**config.mk**
```make
export PLATFORM = sky130hd
export DESIGN_NAME = reg_file_scoreboard
export DESIGN_NICKNAME = d
export VERILOG_FILES = /design/src/rtl/PARAMS_pkg.sv /design/src/rtl/reg_file_scoreboard.sv
export SDC_FILE = /design/constraint.sdc
export NUM_CORES = 2
export LEC_CHECK = 0
export BUFFER_PORTS_ARGS = -buffer_cell sky130_fd_sc_hd__clkbuf_2
export CORE_MARGIN = 5
export CORE_UTILIZATION = 45
export CTS_BUF_LIST = sky130_fd_sc_hd__clkbuf_2
export DETAILED_ROUTE_END_ITERATION = 8
export GPL_TIMING_DRIVEN = 0
export HOLD_SLACK_MARGIN = 0.1
export SKIP_CTS_REPAIR_TIMING = 1
export SYNTH_ARGS = -nofsm -noshare
export SYNTH_HDL_FRONTEND = slang
export SYNTH_SLANG_ARGS = --single-unit
```
**constraint.sdc**
```tcl
create_clock -name clk -period 33.3 [get_ports clk]
set_input_delay 3.33 -clock clk [delete_from_list [all_inputs] [get_ports clk]]
set_output_delay 3.33 -clock clk [all_outputs]
set_load 0.05 [all_outputs]
```
**src/rtl/PARAMS_pkg.sv**
```systemverilog
// rtl/PARAMS_pkg.sv - shared core width parameters
package PARAMS_pkg;
    parameter int WD_SIZE        = 32;
    parameter int INSTR_REG_SIZE = 5;
endpackage

```
**src/rtl/reg_file_scoreboard.sv**
```systemverilog
// rtl/reg_file_scoreboard.sv - integer register file with write-pending scoreboard
//
// Purpose: holds the integer registers, serves decode's two combinational
// operand reads (with write-back bypass) and stalls issue while a source
// register still has an older write in flight.
//
// Ports:
//   clk, reset                       clock, asynchronous active-high reset
//   wb_rd_i/wb_data_i/wb_reg_write_i write-back register write (retires a pending write)
//   dec_rs1_i/dec_rs2_i              source indexes, qualified by dec_rs*_used_i
//   dec_issue_i                      decode presents an instruction
//   dec_rd_i/dec_reg_write_i         destination of the issuing instruction
//   rs1_data_o/rs2_data_o            operand values
//   stall_o                          issue blocked this cycle
//   err_o                            sticky retire-without-pending flag
module reg_file_scoreboard #(
    parameter int WD_SIZE        = PARAMS_pkg::WD_SIZE,
    parameter int INSTR_REG_SIZE = PARAMS_pkg::INSTR_REG_SIZE
) (
    input  logic                      clk,
    input  logic                      reset,
    input  logic [INSTR_REG_SIZE-1:0] wb_rd_i,
    input  logic [WD_SIZE-1:0]        wb_data_i,
    input  logic                      wb_reg_write_i,
    input  logic [INSTR_REG_SIZE-1:0] dec_rs1_i,
    input  logic [INSTR_REG_SIZE-1:0] dec_rs2_i,
    input  logic                      dec_rs1_used_i,
    input  logic                      dec_rs2_used_i,
    input  logic                      dec_issue_i,
    input  logic [INSTR_REG_SIZE-1:0] dec_rd_i,
    input  logic                      dec_reg_write_i,
    output logic [WD_SIZE-1:0]        rs1_data_o,
    output logic [WD_SIZE-1:0]        rs2_data_o,
    output logic                      stall_o,
    output logic                      err_o
);
    localparam int N = 1 << INSTR_REG_SIZE;
    localparam logic [INSTR_REG_SIZE-1:0] ZERO_IDX = '0;

    logic [WD_SIZE-1:0] r_regs [N];
    logic [1:0]         r_cnt  [N];
    logic               r_err;

    logic       w_wb_we;
    logic       w_ret_rs1;
    logic       w_ret_rs2;
    logic       w_ret_rd;
    logic [1:0] w_cnt_rs1;
    logic [1:0] w_cnt_rs2;
    logic [1:0] w_cnt_rd;
    logic       w_hz_rs1;
    logic       w_hz_rs2;
    logic       w_sat_rd;
    logic       w_accept;
    logic       w_alloc_en;

    // A write to x0 is neither stored nor counted, so it never retires anything.
    assign w_wb_we = wb_reg_write_i && (wb_rd_i != ZERO_IDX);

    assign w_ret_rs1 = w_wb_we && (wb_rd_i == dec_rs1_i);
    assign w_ret_rs2 = w_wb_we && (wb_rd_i == dec_rs2_i);
    assign w_ret_rd  = w_wb_we && (wb_rd_i == dec_rd_i);

    assign w_cnt_rs1 = r_cnt[dec_rs1_i];
    assign w_cnt_rs2 = r_cnt[dec_rs2_i];
    assign w_cnt_rd  = r_cnt[dec_rd_i];

    // One pending write that retires this cycle is served by the bypass;
    // two or more means the retiring value is already stale for this reader.
    assign w_hz_rs1 = (dec_rs1_i != ZERO_IDX) &&
                      (w_cnt_rs1[1] || ((w_cnt_rs1 == 2'd1) && !w_ret_rs1));
    assign w_hz_rs2 = (dec_rs2_i != ZERO_IDX) &&
                      (w_cnt_rs2[1] || ((w_cnt_rs2 == 2'd1) && !w_ret_rs2));

    // A fourth writer would overflow the 2-bit counter unless one retires now.
    assign w_sat_rd = dec_reg_write_i && (dec_rd_i != ZERO_IDX) &&
                      (w_cnt_rd == 2'd3) && !w_ret_rd;

    assign stall_o = dec_issue_i &&
                     ((dec_rs1_used_i && w_hz_rs1) ||
                      (dec_rs2_used_i && w_hz_rs2) ||
                      w_sat_rd);

    assign w_accept   = dec_issue_i && !stall_o;
    assign w_alloc_en = w_accept && dec_reg_write_i && (dec_rd_i != ZERO_IDX);

    assign rs1_data_o = (dec_rs1_i == ZERO_IDX) ? '0 :
                        w_ret_rs1               ? wb_data_i : r_regs[dec_rs1_i];
    assign rs2_data_o = (dec_rs2_i == ZERO_IDX) ? '0 :
                        w_ret_rs2               ? wb_data_i : r_regs[dec_rs2_i];

    assign err_o = r_err;

    always_ff @(posedge clk or posedge reset) begin
        if (reset) begin
            for (int r = 0; r < N; r++) begin
                r_regs[r] <= '0;
                r_cnt[r]  <= 2'd0;
            end
            r_err <= 1'b0;
        end else begin
            if (w_wb_we) begin
                r_regs[wb_rd_i] <= wb_data_i;
            end
            for (int r = 1; r < N; r++) begin
                logic v_alloc;
                logic v_ret;
                v_alloc = w_alloc_en && (dec_rd_i == INSTR_REG_SIZE'(r));
                v_ret   = w_wb_we && (wb_rd_i == INSTR_REG_SIZE'(r));
                if (v_alloc && !v_ret) begin
                    r_cnt[r] <= r_cnt[r] + 2'd1;
                end else if (v_ret && !v_alloc) begin
                    if (r_cnt[r] == 2'd0) begin
                        r_err <= 1'b1;
                    end else begin
                        r_cnt[r] <= r_cnt[r] - 2'd1;
                    end
                end
            end
        end
    end
endmodule

```
# == After elaboration in Yosys (flattened, before gate mapping) ==
# Cells that the tools add are included.
# classes
bitwise,4
mux,208
n_lt_le_gt_ge,5
add_sub_neg,62
eq_ne,99
reduce_logical,311
# op_table
operator,count
$bwmux W1024,1
$bmux W32 S5,2
$mux W32,9
$mux W2,99
$demux W32 S5,1
$eq A5 B5 Y1 const B,32
$logic_and A1 B1 Y1,142
$mux W1,93
$eq A5 B4 Y1 const B,16
$logic_not A1 Y1,66
$add A2 B1 Y2 const B,31
$logic_not A2 Y1,31
$ne A2 B2 Y1 const B,31
$reduce_and A2 Y1,31
$reduce_bool A2 Y1,31
$sub A2 B1 Y2 const B,31
$eq A5 B3 Y1 const B,8
$bmux W2 S5,3
$ge A6 B6 Y1 const B,4
$not A5 Y6,4
$eq A5 B2 Y1 const B,4
$reduce_bool A5 Y1,4
$eq A5 B5 Y1,3
$eq A5 B1 Y1 const B,2
5 further kinds,10
# word_totals
ff_bits,1087
inputBits,59
word_cells,753

# == Longest topological paths before layout ==
# depth
ltp_word,111
mapped_depth,16
depth_no_buf,12

# == Worst setup path before layout ==
# No wires, ideal clock.
# synth_path
kind,input to output
start,input port dec_rs2_i[1]
end,output port rs2_data_o[29]
path_buffers,5
stages,9
slack_ps,23692
arrival_time_ps,6278
path_cell_list,clkbuf_1 -> buf_2 -> buf_2 -> buf_2 -> buf_1 -> mux4_2 -> mux4_2 -> mux2i_1 -> a211oi_1
# synth_via
elab_chain_len,6
# synth_lines
item,line_no,rtl
"start, declared",reg_file_scoreboard.sv:26,"input logic [INSTR_REG_SIZE-1:0] dec_rs2_i,"
$not A5 Y6 (not written as such),reg_file_scoreboard.sv:90,w_ret_rs2 ? wb_data_i : r_regs[dec_rs2_i];
$bmux W32 S5,reg_file_scoreboard.sv:90,
$mux W32 (not written as such) (2 in a row),reg_file_scoreboard.sv:90,
$mux W32,reg_file_scoreboard.sv:90,
$mux W32 (*),reg_file_scoreboard.sv:89,assign rs2_data_o = (dec_rs2_i == ZERO_IDX) ? '0 :
"end, declared",reg_file_scoreboard.sv:33,"output logic [WD_SIZE-1:0] rs2_data_o,"
# Every way passes the cells marked *; elsewhere a longest branch is shown, timed or not. The select of a mux whose other input is x is not followed.

# == Worst setup path in the final report ==
# layout_path
start,input port dec_rs1_i[1]
end,output port rs1_data_o[31]
# layout_via
elab_chain_len,6
# layout_lines
item,line_no,rtl
"start, declared",reg_file_scoreboard.sv:25,"input logic [INSTR_REG_SIZE-1:0] dec_rs1_i,"
$not A5 Y6 (not written as such),reg_file_scoreboard.sv:88,w_ret_rs1 ? wb_data_i : r_regs[dec_rs1_i];
$bmux W32 S5,reg_file_scoreboard.sv:88,
$mux W32 (not written as such) (2 in a row),reg_file_scoreboard.sv:88,
$mux W32,reg_file_scoreboard.sv:88,
$mux W32 (*),reg_file_scoreboard.sv:87,assign rs1_data_o = (dec_rs1_i == ZERO_IDX) ? '0 :
"end, declared",reg_file_scoreboard.sv:32,"output logic [WD_SIZE-1:0] rs1_data_o,"
# Marked as above.

==> impl_summary.txt <==
----------------------------------------------------
[Run status]
  Run status ... finished, violations left
  Failing checks ... max-capacitance violations, max-slew violations

[Worst setup path]
  Crit. End Element ... output port
  R2r worst-path depth ... 11
  Reg2Reg Capture Point ... err_o$_DFF_PP0_
  Worst path required time ... between 20000 and 30000 ps
  WP data arrival ... 8600 ps
  Slowest stage cell on the critical path ... sky130_fd_sc_hd__clkbuf_1
  R2r startpoint ... r_cnt[24]$_DFFE_PP0P_
  Crit Path Max Fanout ... 10
  Crit Path Class ... in2out
  Worst path buffer plus inverter count ... 6
  Kind of cell with the highest combined delay on the critical path ... buffers and inverters
  Type of origin of the critical path ... primary input
  Sequence of cells on the critical path ... clkbuf_2 -> buf_2 -> buf_2 -> clkbuf_1 -> clkbuf_1 -> mux4_2 -> mux4_2 -> mux2i_1 -> a211oi_1 -> clkbuf_2
  Internal reg-to-reg setup slack ... 28490 ps
  CP max stage delay ... between 1000 and 1500 ps

[Floorplanning]
  Placement Rows ... 135
  Starting utilization of the core area ... 45.3%
  Core area ... approximately 140000 um2
  Floorplan die width ... 379 um
  I/O Pins ... 125
  Chip height ... between 300 and 400 um
  Area of the die ... between 100000 and 150000 um2

[Cells and area]
  Post-layout net count ... 5513
  Number of filler instances in the final layout ... 12235
  Fraction of final layout cells with drive strength greater than 1 ... 36.1%
  Layout overhead on the synthesized area ... 9.83%

[Global route]
  Initial antenna violation count ... 12
  Wire length of the first global-routing pass ... 334000 um
  Pin count of the biggest net entering global routing ... 43
  Final global-route overflow total ... 0
  Total global-route track usage ... between 30% and 40%
  Via count of the first global-routing pass ... 47000

[Yosys]
  Unique cell type count in the Yosys netlist ... 52
  Average cell area after synthesis ... 12.5 um2
  Async set or reset register ratio after synthesis ... 100%
  Sequential fraction of the synthesis area ... 44.3%
  Number of cells produced by synthesis ... 4929
  Cell type contributing the most total cell area after synthesis ... sky130_fd_sc_hd__dfrtp_1
  Area fraction of the dominant cell type after synthesis ... 44.3%
  Number of nets in the synthesized netlist ... 5050
  Post-synth design cell area ... 61400 um2
  Number of warnings reported in the yosys synthesis log ... 2
  Cell types with the largest area share after synthesis ... sky130_fd_sc_hd__dfrtp_1 44%, sky130_fd_sc_hd__mux4_2 24%, sky130_fd_sc_hd__mux2_2 11%
  Post-synth top flop ... sky130_fd_sc_hd__dfrtp_1
  Number of enable flip-flop cells after synthesis ... 0
  Synth Register Bits ... 1087

[Pwr]
  Cell internal power dissipation ... 2.39 mW
  Flop pwr share ... about 48%
  Pwr Density ... roughly 53 nW/um2
  Leakage power ... 31.1 nW
  Switching power as a share of total power ... 33.9%
  Maximum vdd drop ... about 0.034 mV
  Part of the total power dissipated in the clock network ... 27.0%
  Combinational share of power ... 25.4%
  NetSw ... 1.22 mW

[Drt]
  Iter 0 DRT Violations ... 5588
  Residual DRC count ... 0
  Post-detailed-route wirelength per cell ... 31.6 um
  Detail-routed via count per cell ... 6.41
  Vias ... 47308
  Final antenna-violating net count ... 0
  Sum of routed wire length over all layers ... 233000 um
  Detailed Routing Iterations Pass 1 ... 8

[Clock network]
  Clock tree from TritonCTS ... done
  CTS root buffer ... sky130_fd_sc_hd__clkbuf_2
  Depth of the CTS H-tree ... 5
  Clock latency reported for the late side of the worst-skew pair ... 1690 ps
  Clock transition at the register clock pins on the worst setup and hold paths after CTS ... roughly 80 ps
  Number of buffers created by CTS ... 315
  Buffer depth of the longest clock path ... 4
  Number of sinks handled by clock tree synthesis ... 1087

[Timing]
  Fraction of the cycle the final worst path needs ... 35.8%
  Final count of negative-setup-slack endpoints ... 0
  F_max ... 83.8 MHz
  Final hold violation count ... 0
  Setup tns final ... 0 ps
  Min Tclk post-route ... 11930 ps
  Hold Worst Slack ... slightly below 500 ps
  Post-route clock skew ... slightly below 100 ps
  Worst slew margin ... -7.30%
  Setup repair after global routing missed its margin ... no
  Slew at the pin with the worst max-slew slack ... about 1600 ps
  Final max-slew violation count ... 55

[Placement]
  Final GP Congestion ... 0.979
  Number of port buffers ... approximately 110
  Placed wire-length estimate ... 161000 um

[Min path]
  Worst min-delay path endpoint ... r_regs[993]$_DFFE_PP0P_
  Hold path depth ... 1
  Path category of the worst min-delay check ... reg2reg
  Startpoint of the lowest-slack hold path ... r_regs[993]$_DFFE_PP0P_

[Flow run]
  Number of violations of the max-capacitance limit ... 5

----------------------------------------------------
-- layout by cell type, fill, tap and decap left out, types with 4 or more instances in the layout --
master	n
sky130_fd_sc_hd__and4_1	25
sky130_fd_sc_hd__diode_2	11
sky130_fd_sc_hd__nor3b_1	37
sky130_fd_sc_hd__o21ai_0	97
sky130_fd_sc_hd__dfrtp_1	1087
sky130_fd_sc_hd__nand3b_1	4
sky130_fd_sc_hd__clkbuf_2	587
sky130_fd_sc_hd__a21oi_1	5
sky130_fd_sc_hd__nor3_1	8
sky130_fd_sc_hd__inv_2	4
sky130_fd_sc_hd__a22oi_1	9
sky130_fd_sc_hd__ha_1	62
sky130_fd_sc_hd__mux2i_1	91
sky130_fd_sc_hd__or4_1	5
sky130_fd_sc_hd__clkinv_1	39
sky130_fd_sc_hd__and3_1	13
sky130_fd_sc_hd__nor4b_1	32
sky130_fd_sc_hd__nand4_1	29
sky130_fd_sc_hd__a211oi_1	66
sky130_fd_sc_hd__nor2b_1	76
sky130_fd_sc_hd__xnor2_1	9
sky130_fd_sc_hd__nor2_1	116
sky130_fd_sc_hd__buf_1	51
sky130_fd_sc_hd__buf_12	32
sky130_fd_sc_hd__and2_1	6
sky130_fd_sc_hd__nor4_1	10
sky130_fd_sc_hd__nand2_1	1281
sky130_fd_sc_hd__xor2_1	6
sky130_fd_sc_hd__inv_1	35
sky130_fd_sc_hd__nand3_1	20
sky130_fd_sc_hd__buf_2	93
sky130_fd_sc_hd__mux2_2	620
sky130_fd_sc_hd__clkbuf_1	330
sky130_fd_sc_hd__mux4_2	662
-- cell families after synthesis --
logic type	count (synthesis)	synth area share, %
simple gates	1670	11.6
compound gates	201	2.08
flops	1087	44.3
buf+inv	521	3.39
xor+xnor	15	0.214
fa+ha+maj	62	1.26
mux	1373	37.1
-- state kept, by name, indices dropped and copies added, names as in the netlist --
register and flops:
err_o 1, r_cnt 62, r_regs 1024
-- metal layers --
metal	part of all wire (%)	wire length, um	track usage [%]	up-vias
met5	0.034	80	0	-
met4	6.3	14600	17.3	12
met3	11	25800	10.2	821
met2	44	103000	48.9	3001
met1	38	89100	42.6	24482
li1	-	-	-	18992
-- worst max-delay path by stage --
stage | end | from | depth (start not counted)
floorplan | err_o$_DFF_PP0_ | reset | 1
global placement | r_regs[109]$_DFFE_PP0P_ | reset | 2
detailed placement | rs1_data_o[31] | dec_rs1_i[1] | 10
CTS | rs1_data_o[31] | dec_rs1_i[1] | 10
global route | rs1_data_o[31] | dec_rs1_i[1] | 10
finish | rs1_data_o[31] | dec_rs1_i[1] | 10
-- through the flow --
stage                     setup slack [ps]  utilization [%]  power [mW]  instances  cell area, um2
after global routing                 21580             49.7        3.77       7376           67500
final                                21370             49.7        3.61       7379           67500
after global placement                7850             47.3        2.61       6823           64200
after CTS                            21780             49.7        3.60       7368           67400
after detailed placement             21790             47.8        2.64       6856           64900
after floorplan                      14970                -        2.37       4929           61400
-- power by group through the flow --
stage	sequential [mW]	clock, mW	combinational [mW]
4_1_cts	1.71	0.985	0.909
3_5_place_dp	1.74	0	0.906
6_report	1.72	0.974	0.916
5_1_grt	1.75	1.05	0.968
2_1_floorplan	1.69	0	0.684
3_3_place_gp	1.73	0	0.882
-- synth_stat cells (6+ instances only) --
cell	number
sky130_fd_sc_hd__nand2_1	1281
sky130_fd_sc_hd__dfrtp_1	1087
sky130_fd_sc_hd__mux4_2	662
sky130_fd_sc_hd__mux2_2	620
sky130_fd_sc_hd__clkbuf_1	336
sky130_fd_sc_hd__nor2_1	116
sky130_fd_sc_hd__o21ai_0	97
sky130_fd_sc_hd__buf_2	93
sky130_fd_sc_hd__mux2i_1	91
sky130_fd_sc_hd__nor2b_1	76
sky130_fd_sc_hd__a211oi_1	66
sky130_fd_sc_hd__ha_1	62
sky130_fd_sc_hd__buf_1	54
sky130_fd_sc_hd__nor3b_1	37
sky130_fd_sc_hd__inv_1	36
sky130_fd_sc_hd__nor4b_1	32
sky130_fd_sc_hd__nand4_1	29
sky130_fd_sc_hd__and4_1	25
sky130_fd_sc_hd__nand3_1	20
sky130_fd_sc_hd__and3_1	13
sky130_fd_sc_hd__nor4_1	10
sky130_fd_sc_hd__a22oi_1	9
sky130_fd_sc_hd__xnor2_1	9
sky130_fd_sc_hd__nor3_1	8
sky130_fd_sc_hd__and2_1	6
sky130_fd_sc_hd__xor2_1	6
-- final cells by class --
type                       count  area [um2]  area share, %
antenna                       11        27.5         0.0408
clock buffer                 465        2330           3.45
inverter                      36         139          0.206
sequential                  1087       27200           40.3
clock inverter                47         206          0.306
buffer                       485        1960           2.90
multi-input combinational   3321       32200           47.7
timing repair buffer         146        1220           1.80
tap                         1781        2230           3.30
Note: power is estimated with default switching activity, not from simulation.
